[config.mk]
export PLATFORM = sky130hd
export DESIGN_NAME = alu_arbiter_flat
export DESIGN_NICKNAME = d
export VERILOG_FILES = /design/src/rtl/alu_arbiter_if.sv /design/src/rtl/alu_arbiter.sv /design/src/flat_wrapper.sv
export SDC_FILE = /design/constraint.sdc
export NUM_CORES = 1
export LEC_CHECK = 0
export ABC_AREA = 0
export CAP_MARGIN = 20
export CORE_MARGIN = 2
export CORE_UTILIZATION = 45
export CTS_BUF_LIST = sky130_fd_sc_hd__clkbuf_8 sky130_fd_sc_hd__clkbuf_16
export DETAILED_ROUTE_END_ITERATION = 8
export PLACE_DENSITY = 0.73
export SYNTH_ARGS = -nofsm -noshare
export SYNTH_HDL_FRONTEND = slang
export SYNTH_HIERARCHICAL = 1
export SYNTH_SLANG_ARGS = --single-unit
[constraint.sdc]
create_clock -name clk -period 9.03 [get_ports clk]
set_input_delay 2.709 -clock clk [delete_from_list [all_inputs] [get_ports clk]]
set_output_delay 2.709 -clock clk [all_outputs]
set_load 0.05 [all_outputs]
[src/rtl/alu_arbiter_if.sv]
// Bundle of the two-requester operand buses and the shared response channel.
// Latency: none, wires only.
// Backpressure: req_ready per requester, rsp_ready from the response consumer.
interface alu_arbiter_if;
    logic [1:0]  req_valid;
    logic [1:0]  req_ready;
    logic [63:0] req_A0;
    logic [63:0] req_B0;
    logic [63:0] req_A1;
    logic [63:0] req_B1;
    logic [2:0]  req_cntrl0;
    logic [2:0]  req_cntrl1;
    logic        rsp_valid;
    logic        rsp_ready;
    logic        rsp_id;
    logic [63:0] rsp_result;
    logic [3:0]  rsp_flags;
    logic        rsp_err;

    // Requesters and response consumer side
    modport master (
        output req_valid, req_A0, req_B0, req_A1, req_B1, req_cntrl0, req_cntrl1, rsp_ready,
        input  req_ready, rsp_valid, rsp_id, rsp_result, rsp_flags, rsp_err
    );

    // Arbiter side
    modport slave (
        input  req_valid, req_A0, req_B0, req_A1, req_B1, req_cntrl0, req_cntrl1, rsp_ready,
        output req_ready, rsp_valid, rsp_id, rsp_result, rsp_flags, rsp_err
    );
endinterface

[src/rtl/alu_arbiter.sv]
// Two requesters share one 64-bit combinational ALU through a round-robin grant.
// Latency: rsp_valid rises two edges after the request transfer edge.
// Backpressure: one op in flight; req_ready stays 00 until the response handshake.

// 64-bit combinational ALU: pass B, add, sub, and, or, xor; 001/111 flag an error.
module alu (
    input  logic [63:0] a,
    input  logic [63:0] b,
    input  logic [2:0]  cntrl,
    output logic [63:0] result,
    output logic [3:0]  flags,
    output logic        err
);
    logic        sub;
    logic [63:0] b_eff;
    logic [64:0] sum;
    logic        ovf;
    logic        cout;

    // Shared adder does subtraction as a + ~b + 1, so carry_out on sub means "no borrow"
    always_comb begin
        sub    = (cntrl == 3'b011);
        b_eff  = sub ? ~b : b;
        sum    = {1'b0, a} + {1'b0, b_eff} + {64'd0, sub};
        result = 64'd0;
        ovf    = 1'b0;
        cout   = 1'b0;
        err    = 1'b0;
        case (cntrl)
            3'b000: result = b;
            3'b010,
            3'b011: begin
                result = sum[63:0];
                cout   = sum[64];
                ovf    = (a[63] == b_eff[63]) && (sum[63] != a[63]);
            end
            3'b100: result = a & b;
            3'b101: result = a | b;
            3'b110: result = a ^ b;
            default: err = 1'b1;
        endcase
        flags = err ? 4'b0000 : {result[63], (result == 64'd0), ovf, cout};
    end
endmodule

module alu_arbiter (
    input  logic           clk,
    input  logic           reset,
    alu_arbiter_if.slave   bus
);
    typedef enum logic [1:0] {IDLE, EXEC, RESP} state_t;

    state_t      state;
    state_t      state_nxt;
    logic        last_grant;
    logic        grant_any;
    logic        grant_id;
    logic [63:0] op_a;
    logic [63:0] op_b;
    logic [2:0]  op_cntrl;
    logic        op_id;
    logic [63:0] alu_result;
    logic [3:0]  alu_flags;
    logic        alu_err;

    alu u_alu (
        .a      (op_a),
        .b      (op_b),
        .cntrl  (op_cntrl),
        .result (alu_result),
        .flags  (alu_flags),
        .err    (alu_err)
    );

    // State register
    always_ff @(posedge clk or posedge reset) begin
        if (reset) state <= IDLE;
        else       state <= state_nxt;
    end

    // Grant selection and next state; ready is masked while reset is held
    always_comb begin
        state_nxt     = state;
        grant_any     = 1'b0;
        grant_id      = 1'b0;
        bus.req_ready = 2'b00;
        case (state)
            IDLE: begin
                case (bus.req_valid)
                    2'b01:   grant_id = 1'b0;
                    2'b10:   grant_id = 1'b1;
                    2'b11:   grant_id = ~last_grant;
                    default: grant_id = 1'b0;
                endcase
                grant_any = (bus.req_valid != 2'b00) && !reset;
                if (grant_any) begin
                    bus.req_ready = grant_id ? 2'b10 : 2'b01;
                    state_nxt     = EXEC;
                end
            end
            EXEC:    state_nxt = RESP;
            RESP:    if (bus.rsp_ready) state_nxt = IDLE;
            default: state_nxt = IDLE;
        endcase
    end

    // Capture the granted requester's operands; only the transfer edge samples inputs
    always_ff @(posedge clk or posedge reset) begin
        if (reset) begin
            op_a       <= 64'd0;
            op_b       <= 64'd0;
            op_cntrl   <= 3'd0;
            op_id      <= 1'b0;
            last_grant <= 1'b1;
        end else if (grant_any) begin
            op_a       <= grant_id ? bus.req_A1 : bus.req_A0;
            op_b       <= grant_id ? bus.req_B1 : bus.req_B0;
            op_cntrl   <= grant_id ? bus.req_cntrl1 : bus.req_cntrl0;
            op_id      <= grant_id;
            last_grant <= grant_id;
        end
    end

    // Register the ALU outcome at the end of EXEC and hold it until the consumer takes it
    always_ff @(posedge clk or posedge reset) begin
        if (reset) begin
            bus.rsp_valid  <= 1'b0;
            bus.rsp_result <= 64'd0;
            bus.rsp_flags  <= 4'b0000;
            bus.rsp_err    <= 1'b0;
            bus.rsp_id     <= 1'b0;
        end else if (state == EXEC) begin
            bus.rsp_valid  <= 1'b1;
            bus.rsp_result <= alu_result;
            bus.rsp_flags  <= alu_flags;
            bus.rsp_err    <= alu_err;
            bus.rsp_id     <= op_id;
        end else if (state == RESP && bus.rsp_ready) begin
            bus.rsp_valid  <= 1'b0;
        end
    end
endmodule

[src/flat_wrapper.sv]
// flat-port wrapper written by rule: the top's interface ports become plain ports
module alu_arbiter_flat 
  (clk, reset, bus_req_valid, bus_req_A0, bus_req_B0, bus_req_A1, bus_req_B1, bus_req_cntrl0, bus_req_cntrl1, bus_rsp_ready, bus_req_ready, bus_rsp_valid, bus_rsp_id, bus_rsp_result, bus_rsp_flags, bus_rsp_err);
  alu_arbiter_if bus_i ();
  input  logic clk;
  input  logic reset;
  input wire logic [$bits(bus_i.req_valid)-1:0] bus_req_valid;
  input wire logic [$bits(bus_i.req_A0)-1:0] bus_req_A0;
  input wire logic [$bits(bus_i.req_B0)-1:0] bus_req_B0;
  input wire logic [$bits(bus_i.req_A1)-1:0] bus_req_A1;
  input wire logic [$bits(bus_i.req_B1)-1:0] bus_req_B1;
  input wire logic [$bits(bus_i.req_cntrl0)-1:0] bus_req_cntrl0;
  input wire logic [$bits(bus_i.req_cntrl1)-1:0] bus_req_cntrl1;
  input wire logic [$bits(bus_i.rsp_ready)-1:0] bus_rsp_ready;
  output wire logic [$bits(bus_i.req_ready)-1:0] bus_req_ready;
  output wire logic [$bits(bus_i.rsp_valid)-1:0] bus_rsp_valid;
  output wire logic [$bits(bus_i.rsp_id)-1:0] bus_rsp_id;
  output wire logic [$bits(bus_i.rsp_result)-1:0] bus_rsp_result;
  output wire logic [$bits(bus_i.rsp_flags)-1:0] bus_rsp_flags;
  output wire logic [$bits(bus_i.rsp_err)-1:0] bus_rsp_err;
  assign bus_i.req_valid = bus_req_valid;
  assign bus_i.req_A0 = bus_req_A0;
  assign bus_i.req_B0 = bus_req_B0;
  assign bus_i.req_A1 = bus_req_A1;
  assign bus_i.req_B1 = bus_req_B1;
  assign bus_i.req_cntrl0 = bus_req_cntrl0;
  assign bus_i.req_cntrl1 = bus_req_cntrl1;
  assign bus_i.rsp_ready = bus_rsp_ready;
  assign bus_req_ready = bus_i.req_ready;
  assign bus_rsp_valid = bus_i.rsp_valid;
  assign bus_rsp_id = bus_i.rsp_id;
  assign bus_rsp_result = bus_i.rsp_result;
  assign bus_rsp_flags = bus_i.rsp_flags;
  assign bus_rsp_err = bus_i.rsp_err;
  alu_arbiter u_core (.clk(clk), .reset(reset), .bus(bus_i));
endmodule
After elaboration in Yosys (flattened, before gate mapping)
Index checks and enable logic that the tools add are counted.
{ "classes": {"add_sub_neg": 2, "n_eq_ne": 13, "muxes": 21, "bitwise_logic": 5, "reduce_logical": 12} }
{ "op_table": {"columns": ["operator", "count"], "rows": [
  ["$pmux 64 s5", 1],
  ["$mux 64", 3],
  ["$add 64x64->65", 1],
  ["$add 65x1->65", 1],
  ["$and 64x64->64", 1],
  ["$logic_not 64->1", 1],
  ["$not 64->64", 1],
  ["$or 64x64->64", 1],
  ["$xor 64x64->64", 1],
  ["$mux 2", 5],
  ["$eq 3x3->1 const B", 3],
  ["$mux 1", 8],
  ["$eq 2x2->1 const B", 3],
  ["$eq 3x2->1 const B", 2],
  ["$pmux 2 s3", 1],
  ["$reduce_or 6->1", 1],
  ["$mux 4", 1],
  ["$reduce_bool 2->1", 2],
  ["$logic_and 1x1->1", 3],
  ["$logic_not 3->1", 1],
  ["$mux 3", 1],
  ["$eq 2x1->1 const B", 1],
  ["$logic_not 2->1", 1],
  ["$ne 2x1->1 const B", 1],
  ["8 further kinds", 8]
]} }
{ "totals": {"reg_bits": 206, "out_inout_bits": 73, "elab_cells": 64} }

Depth between registers and ports, before layout
Gate-level depths: netlist of the first run.
{ "logic_depth": {"word_depth": 8, "depth_mapped": 20} }

Hierarchy
The synthesis of the first run kept the hierarchy.
{ "modules_own_cells": {"columns": ["mod", "n_inst", "cells_per_inst", "area_each_um2", "seq_area_each_um2"], "rows": [
  ["alu_arbiter", 1, 795, 9495.4, 5156.2],
  ["alu", 1, 1387, 9471.6, 0.0]
]} }

Least setup slack after synthesis of the first run
No wires, ideal clock.
{ "synth_timing": {"kind": "input to output", "start": "input bus_req_valid[1]", "end": "output bus_req_ready[1]", "t_arrival_ps": 4785, "setup_slack_ps": 1536, "path_stages": 3, "cell_sequence": "a21bo_2 -> clkbuf_1 -> nor4_1"} }
{ "synth_between": {"elab_chain_len": 6} }
{ "synth_rtl": {"columns": ["item", "line", "text"], "rows": [
  ["start: declaration", "flat_wrapper.sv:7", "input wire logic [$bits(bus_i.req_valid)-1:0] bus_req_valid;"],
  ["$eq 2x2->1", "alu_arbiter.sv:89", "case (bus.req_valid)"],
  ["$pmux 1 s2", "alu_arbiter.sv:89", null],
  ["$mux 1", "alu_arbiter.sv:87", "case (state)"],
  ["$mux 2", "alu_arbiter.sv:97", "bus.req_ready = grant_id ? 2'b10 : 2'b01;"],
  ["$mux 2 *", "alu_arbiter.sv:96", "if (grant_any) begin"],
  ["$mux 2 *", "alu_arbiter.sv:87", null],
  ["end: declaration", "flat_wrapper.sv:15", "output wire logic [$bits(bus_i.req_ready)-1:0] bus_req_ready;"]
]} }
Every way passes the cells marked *; elsewhere a longest branch is shown, timed or not. The select of a mux whose other input is x is not followed.

Worst setup path after layout of the first run
Same ends and word-level chain as after synthesis.

==> metrics list, run 1 <==
* Slew Limit Fails: 0
- Highest fanout seen on the critical path: 3
- 1st-pass router iterations: 5
* Total of warnings raised by yosys: 6
- At the pin with the least slew margin, the transition time is 975.2 ps.
- Fraction of final layout cells with drive strength greater than 1: 0.08444
- STA classifies the critical path endpoint as an output pin.
- Yosys mapped a number of flops with a built-in enable equal to 0.
* Number of global-route vias before repair: 18.28k
- Measured in cells, the most critical reg-to-reg path has a length of 18.
* Overall via count from detail_route: 18.48k
- By instance count, the leading cell after synthesis is o21ai_0.
* Final weighted congestion of routability-driven global placement: 0.9731
- Dominant combinational cell family by area after synthesis: compound AO/OA/AOI/OAI gates
* First-pass GRT wire length: 103300 um
- From bottom edge to top edge, the die measures 209.3 um.
- After filler insertion, the fill cell instance count of the layout stands at 3742.
- TritonCTS clock tree: done
- Of the available clock period, the critical path in the final layout requires 0.8370.
- Of the total synthesized cell area, the portion taken by XOR and XNOR cells is 0.04941.
- Max-cap violations in this run came to 0.
- The worst setup path is launched from an input port.
- Fraction of met3 tracks used by global routing: 0.02918
* Maximum number of pins on one net before global-route repair: 135
* Relative area change from synthesis to final layout: 23.27%
- Crit path DAT: 4850 ps
- Adder-cell share of the synthesized area: 0.1330
- Number of instances in the synthesized netlist: 2182
* Post-route minimum period: 7558 ps
* Multi-input combinational cell area: 0.01248 sq mm
- Across the routed clock network, the largest skew measured is 24.60 ps.
- Die span in x: 209.3 um
* Number of antenna violations at the first check in global routing: 0
- For this run, asynchronously set or reset flops after synthesis account for 1.000.
- In the final layout, flip-flops and latches occupy 0.005160 sq mm.
- Maximum level of the CTS H-tree: 1
* Io pins: 340
* Top-area cell type share of the netlist area: 0.2705
- In the global route stage, overall resource usage came out at 0.2954.
- Timing-limited maximum frequency: 132.3 MHz
- Summed negative setup slack over all endpoints: 0 ps
* Met1 global-route usage: 0.3917
- In this run the deepest clock path goes through 3 buffers.
- Vias per std cell: 6.253
- The detail route stage leaves a number of antenna-violating nets equal to 0.
* Origin of the critical flop-to-flop path: u_core/op_cntrl[1]
- RSZ-0062 raised after global routing: false
- Busiest layer in global routing: met2
* Worst R2R Setup Slack: 3090 ps
- The path class of the tightest hold or removal check is reg2reg.
* Placeable core area: 0.04176 sq mm
- Of all cell types, the one taking the most synthesized area is dfrtp_1.
* Outcome: complete, no violations
- For this run, design rule violations remaining after detail routing come to 0.
- Avg Inst Size Synth: 8.692 sq um
- Summing every instance area after synthesis gives 0.01897 sq mm.
- The repair_antennas step left the layout with diodes totalling 0.
* Flip-flop and latch count after synthesis: 206
* Number of distinct library cells after synthesis: 87
- In this run the clock root is driven by a clkbuf_16.
- Min-delay src: u_core/op_id
- The HPWL after detailed placement is 47900 um.
* Routed Wire Length: 66720 um
- At the worst endpoint, the required time is 6320 ps.
- Nets@finish: 2865
* Most used flip-flop cell after synthesis: dfrtp_1
- The floorplan step defined a die boundary enclosing 0.04381 sq mm.
- Destination of the worst hold path: u_core/op_id
- Most area-consuming cells after synthesis: dfrtp_1, ha_1, a2111oi_0
- Final setup violation count: 0
* Average detailed-routed wire length per instance: 22.58 um
* Post-synth top cells: o21ai_0, dfrtp_1, ha_1
* Hold Path Depth: 1
- Latest clock arrival within the worst-skew pair: 560 ps
* Number of input and output port buffers inserted: 339
* Post-synthesis share of cell area spent on and, or, nand and nor gates: 0.1036
- The number of hold buffers added after CTS was 0.
- In this run the core area contains 75 standard-cell rows.
* CTS clk-pin slew, worst paths: 60 ps
- The worst register-to-register path ends at u_core/bus.rsp_flags[2].
- Of the synthesized area, sequential elements account for 0.2719.
* Setup fix buffers added after clock tree synthesis: 0
* Number of sinks handled by clock tree synthesis: 206
- Share of synthesized area spent on multiplexers: 0.06082
- Crit Path Category: in2out
- The worst pin sits at a relative slew slack of 0.3499.
- 1st-iter DRT viols: 1407
* Cts bufs inserted: 25
- Synth Area in Compound Gates: 0.3085
- Met2 layer usage reported by global route: 0.5078
- Final count of hold timing violations: 0
* Number of instances resized during post-cts repair: 0
* GRT overflow: 0
- The number of nets in the synthesized netlist is 2650.
- The initial utilization of the core area, before any placement, comes to 0.4542.
==> sequential cells by signal, indices dropped and copies added, names as in the netlist, 2 cells and up <==
name,cells
u_core/bus.rsp_result,64
u_core/op_a,64
u_core/op_b,64
u_core/bus.rsp_flags,4
u_core/op_cntrl,3
u_core/state,2
==> layout by cell type (no fill, tap or decap), drive strengths merged, types with 19 or more instances in the layout <==
master           n
xor2            23
a2bb2oi        132
mux2i           23
nor3            23
dfrtp          205
a22oi           28
nand2           95
mux2            82
buf             34
ha             200
nand3           27
a21o            24
inv            161
nand4           32
clkdlybuf4s50  338
nor2           120
a2111oi        135
clkbuf          28
xnor2           84
o211ai          19
o21ai          236
a21oi          121
==> how the worst max path moves through the flow <==
| stage | startpoint | end | slack, ps | depth (start not counted) |
|---|---|---|---|---|
| floorplan | reset | u_core/bus.rsp_err | 160 | 4 |
| global placement | bus_req_valid[1] | bus_req_ready[1] | 1540 | 4 |
| detailed placement | bus_req_valid[1] | bus_req_ready[1] | 1430 | 4 |
| CTS | bus_req_valid[1] | bus_req_ready[1] | 1440 | 4 |
| global route | bus_req_valid[0] | bus_req_ready[1] | 1360 | 4 |
| finish | bus_req_valid[1] | bus_req_ready[1] | 1470 | 4 |
==> cell families after synthesis <==
kind of cell / after synthesis
XOR/XNOR: 107
multiplexers: 105
AO/OA/AOI/OAI: 834
flip-flops: 206
buffers and inverters: 333
adder cells (fa/ha/maj): 201
AND/OR/NAND/NOR: 396
==> stage by stage <==
step	hold slack [ps]	instances	area [sq um]	utilization	worst slack (ps)
CTS	485.6	2951	23270	0.5572	1438
detailed placement	472.3	2905	22490	0.5385	1431
finish	481.1	2955	23380	0.5599	1472
floorplan	444.1	2182	18970	-	163.1
global placement	472.0	2905	22490	0.5385	1538
global route	517.4	2955	23380	0.5599	1357
==> critical path, cell delays in order <==
cell and delay, ps:
clkdlybuf4s50_1 550, a21bo_4 250, nor4_1 430, clkdlybuf4s50_1 900
==> per-layer routing <==
layer  wire (um)  vias up
met4        2083        0
met3        3467      120
met5           0        -
met1       29500     9046
li1            -     8639
met2       31670      672
==> cell type report <==
cell class,count,area share
sequential,206,0.2207
multi-input combinational,1643,0.5336
tap,539,0.02885
clock buffer,28,0.02852
inverter,149,0.02435
clock inverter,18,0.004923
timing repair buffer,372,0.1590
Power of run 1 is not shown: default switching activity piles up to over one toggle a cycle in this logic, so the estimate is an artifact.
==> run 2, diff against run 1 <==
--- a/config.mk
+++ b/config.mk
@@ -11,7 +11,7 @@
 export CORE_UTILIZATION = 45
 export CTS_BUF_LIST = sky130_fd_sc_hd__clkbuf_8 sky130_fd_sc_hd__clkbuf_16
 export DETAILED_ROUTE_END_ITERATION = 8
-export PLACE_DENSITY = 0.73
+export PLACE_DENSITY = 0.7
 export SYNTH_ARGS = -nofsm -noshare
 export SYNTH_HDL_FRONTEND = slang
 export SYNTH_HIERARCHICAL = 1
==> constraint.sdc (replaced) <==
create_clock -name clk -period 7.05 [get_ports clk]
set_input_delay 2.115 -clock clk [delete_from_list [all_inputs] [get_ports clk]]
set_output_delay 2.115 -clock clk [all_outputs]
set_load 0.05 [all_outputs]
==> metrics list, run 2 (synthesis gave the netlist of run 1 again) <==
* Cell at the slowest stage of the critical path: clkdlybuf4s50_1
- The floorplan step set the die height to 209.3 um.
- The first routing iteration left 1327 violations.
- Setup repair after global routing left no endpoint under its margin.
- Met2 Wirelength: 31650 um
- Hold Crit Class: reg2reg
* Die span in x: 209.3 um
* Fraction of final layout cells with drive strength greater than 1: 0.08616
- For the pin with the worst max-slew slack, the measured transition is 909.0 ps.
- TritonCTS built the clock tree.
- Timing-limited maximum frequency: 156.8 MHz
- Final design utilization: 0.5623
* Maximum level of the CTS H-tree: 1
- The highest layer touched by signal routing is met4.
- Setup violations remaining at the end of the flow were counted as 0.
- Pre-CTS setup slack: 666.4 ps
* Crit path DAT: 4260 ps
- The via count of the first global-routing pass came to 18.02k.
- Vias per std cell: 6.243
* Post-detail-place hpwl: 48270 um
- Io pins: 340
* Commonest non-fill, non-tap cells in the layout: clkdlybuf4s50_1, o21ai_0, dfrtp_1
- Highest fanout seen on the critical path: 3
- Slew Limit Fails: 0
- GRT overflow: 0
- The worst pin sits at a relative slew slack of 0.3922.
* Maximum number of pins on one net before global-route repair: 137
- In the detailed route, the total length drawn on met3 is 3357 um.
- 0 antenna diodes ended up in the layout.
* Number of antenna violations at the first check in global routing: 0
- Final count of hold timing violations: 0
- Count of antenna-violating nets left after detailed routing: 0
- Number of instances resized during post-cts repair: 0
- Average detailed-routed wire length per instance: 22.59 um
- Number of placement rows: 75
* Relative area change from synthesis to final layout: 23.81%
* Nets@finish: 2865
- Number of sinks handled by clock tree synthesis: 206
* MaxCap Viol Count: 0
* Summed negative setup slack over all endpoints: 0 ps
- For this design, the CTS-stage hold fixing added 0 buffers.
* Buffer and inverter count on the worst path: 2
- Cts bufs inserted: 24
- Placeable core area: 0.04176 sq mm
- On the worst path, the slowest cell contributes a delay of 900 ps.
- After detailed routing, the wire length on met1 is 30040 um.
- The critical path goes through clkdlybuf4s50_1, a21bo_4, nor4_1, clkdlybuf4s50_1.
- Most frequent standard cell in the layout excluding fill and tap cells: clkdlybuf4s50_1
* Setup crit end kind: output pin
- The worst setup path is of the in2out kind.
- Fin crit share: 0.9048
* Number of input and output port buffers inserted: 339
- The tree is rooted in a clkbuf_16.
- Number of cells after detailed placement: 2906
- First-pass GRT wire length: 103300 um
- The floorplan step defined a die boundary enclosing 0.04381 sq mm.
- 1st-pass router iterations: 7
- The count of cells in the finished layout, fillers not included, comes to 2953.
- On the final layout, the worst clock skew is 19.90 ps.
- Registers with the highest flip-flop counts: u_core/bus.rsp_result x64, u_core/op_a x64, u_core/op_b x64
- At the later pin of the worst-skew pair, clock insertion delay measures 540 ps.
- Worst-case clock buffer depth: 3
* Post-route minimum period: 6379 ps
- Buffers added to address setup during post-CTS repair amount to 0.
- Cell family with the largest share of critical-path delay: buffers and inverters
- Required arrival time at the worst endpoint: 4930 ps
- Routed Wire Length: 66720 um
- The worst setup path is launched from an input port.
- Outcome: complete, no violations
* Final weighted congestion of routability-driven global placement: 0.9492
- Across every metal layer, demand over resource in global routing totals 0.2961.
- Clock-pin slew was measured on the worst setup and hold paths at 60 ps.
- For this block, the via count after detailed routing is 18.44k.
* Initial Utilization: 0.4542
- For this run, design rule violations remaining after detail routing come to 0.
* Most repeated library cell on the critical path: clkdlybuf4s50_1
- Final critical-path setup slack: 671.2 ps
==> run 2: cell types whose count changed in the layout (fill, tap and decap cells not counted), sizes merged <==
cell and change:
inv -7, clkbuf +4, clkinvlp -1, buf +1, bufinv +1
==> run 2: layer usage <==
layer	vias up	track usage
met1	9095	0.3958
met4	0	0.07414
met5	-	0
met2	602	0.5069
li1	8645	-
met3	93	0.03980
==> run 2: metrics by stage <==
step	hold WS [ps]	area, sq um
after floorplan	444.1	18970
after global placement	473.9	22520
after detailed placement	465.2	22550
after CTS	479.1	23380
after global routing	517.6	23480
final	481.4	23480
==> run 2: worst paths after layout <==
kind	start	end	slack, ps	cells after the start
max	bus_req_valid[0]	bus_req_ready[1]	670	4
min reg2reg	u_core/op_id	u_core/op_id	480	1
min in group asynchronous	reset	u_core/bus.rsp_result[11]	2380	3
max in group asynchronous	reset	u_core/op_a[27]	3460	4
max reg2reg	u_core/op_cntrl[2]	u_core/bus.rsp_flags[2]	1300	17
min	u_core/op_id	u_core/op_id	480	1
==> run 2: final cells by class <==
type                       count  area [sq um]
fill                        3782         18280
multi-input combinational   1643         12480
sequential                   206          5160
timing repair buffer         373          3776
clock buffer                  32         721.9
tap                          539         674.4
inverter                     149         565.5
clock inverter                11         106.4
Power of run 2 is left out for the same reason.
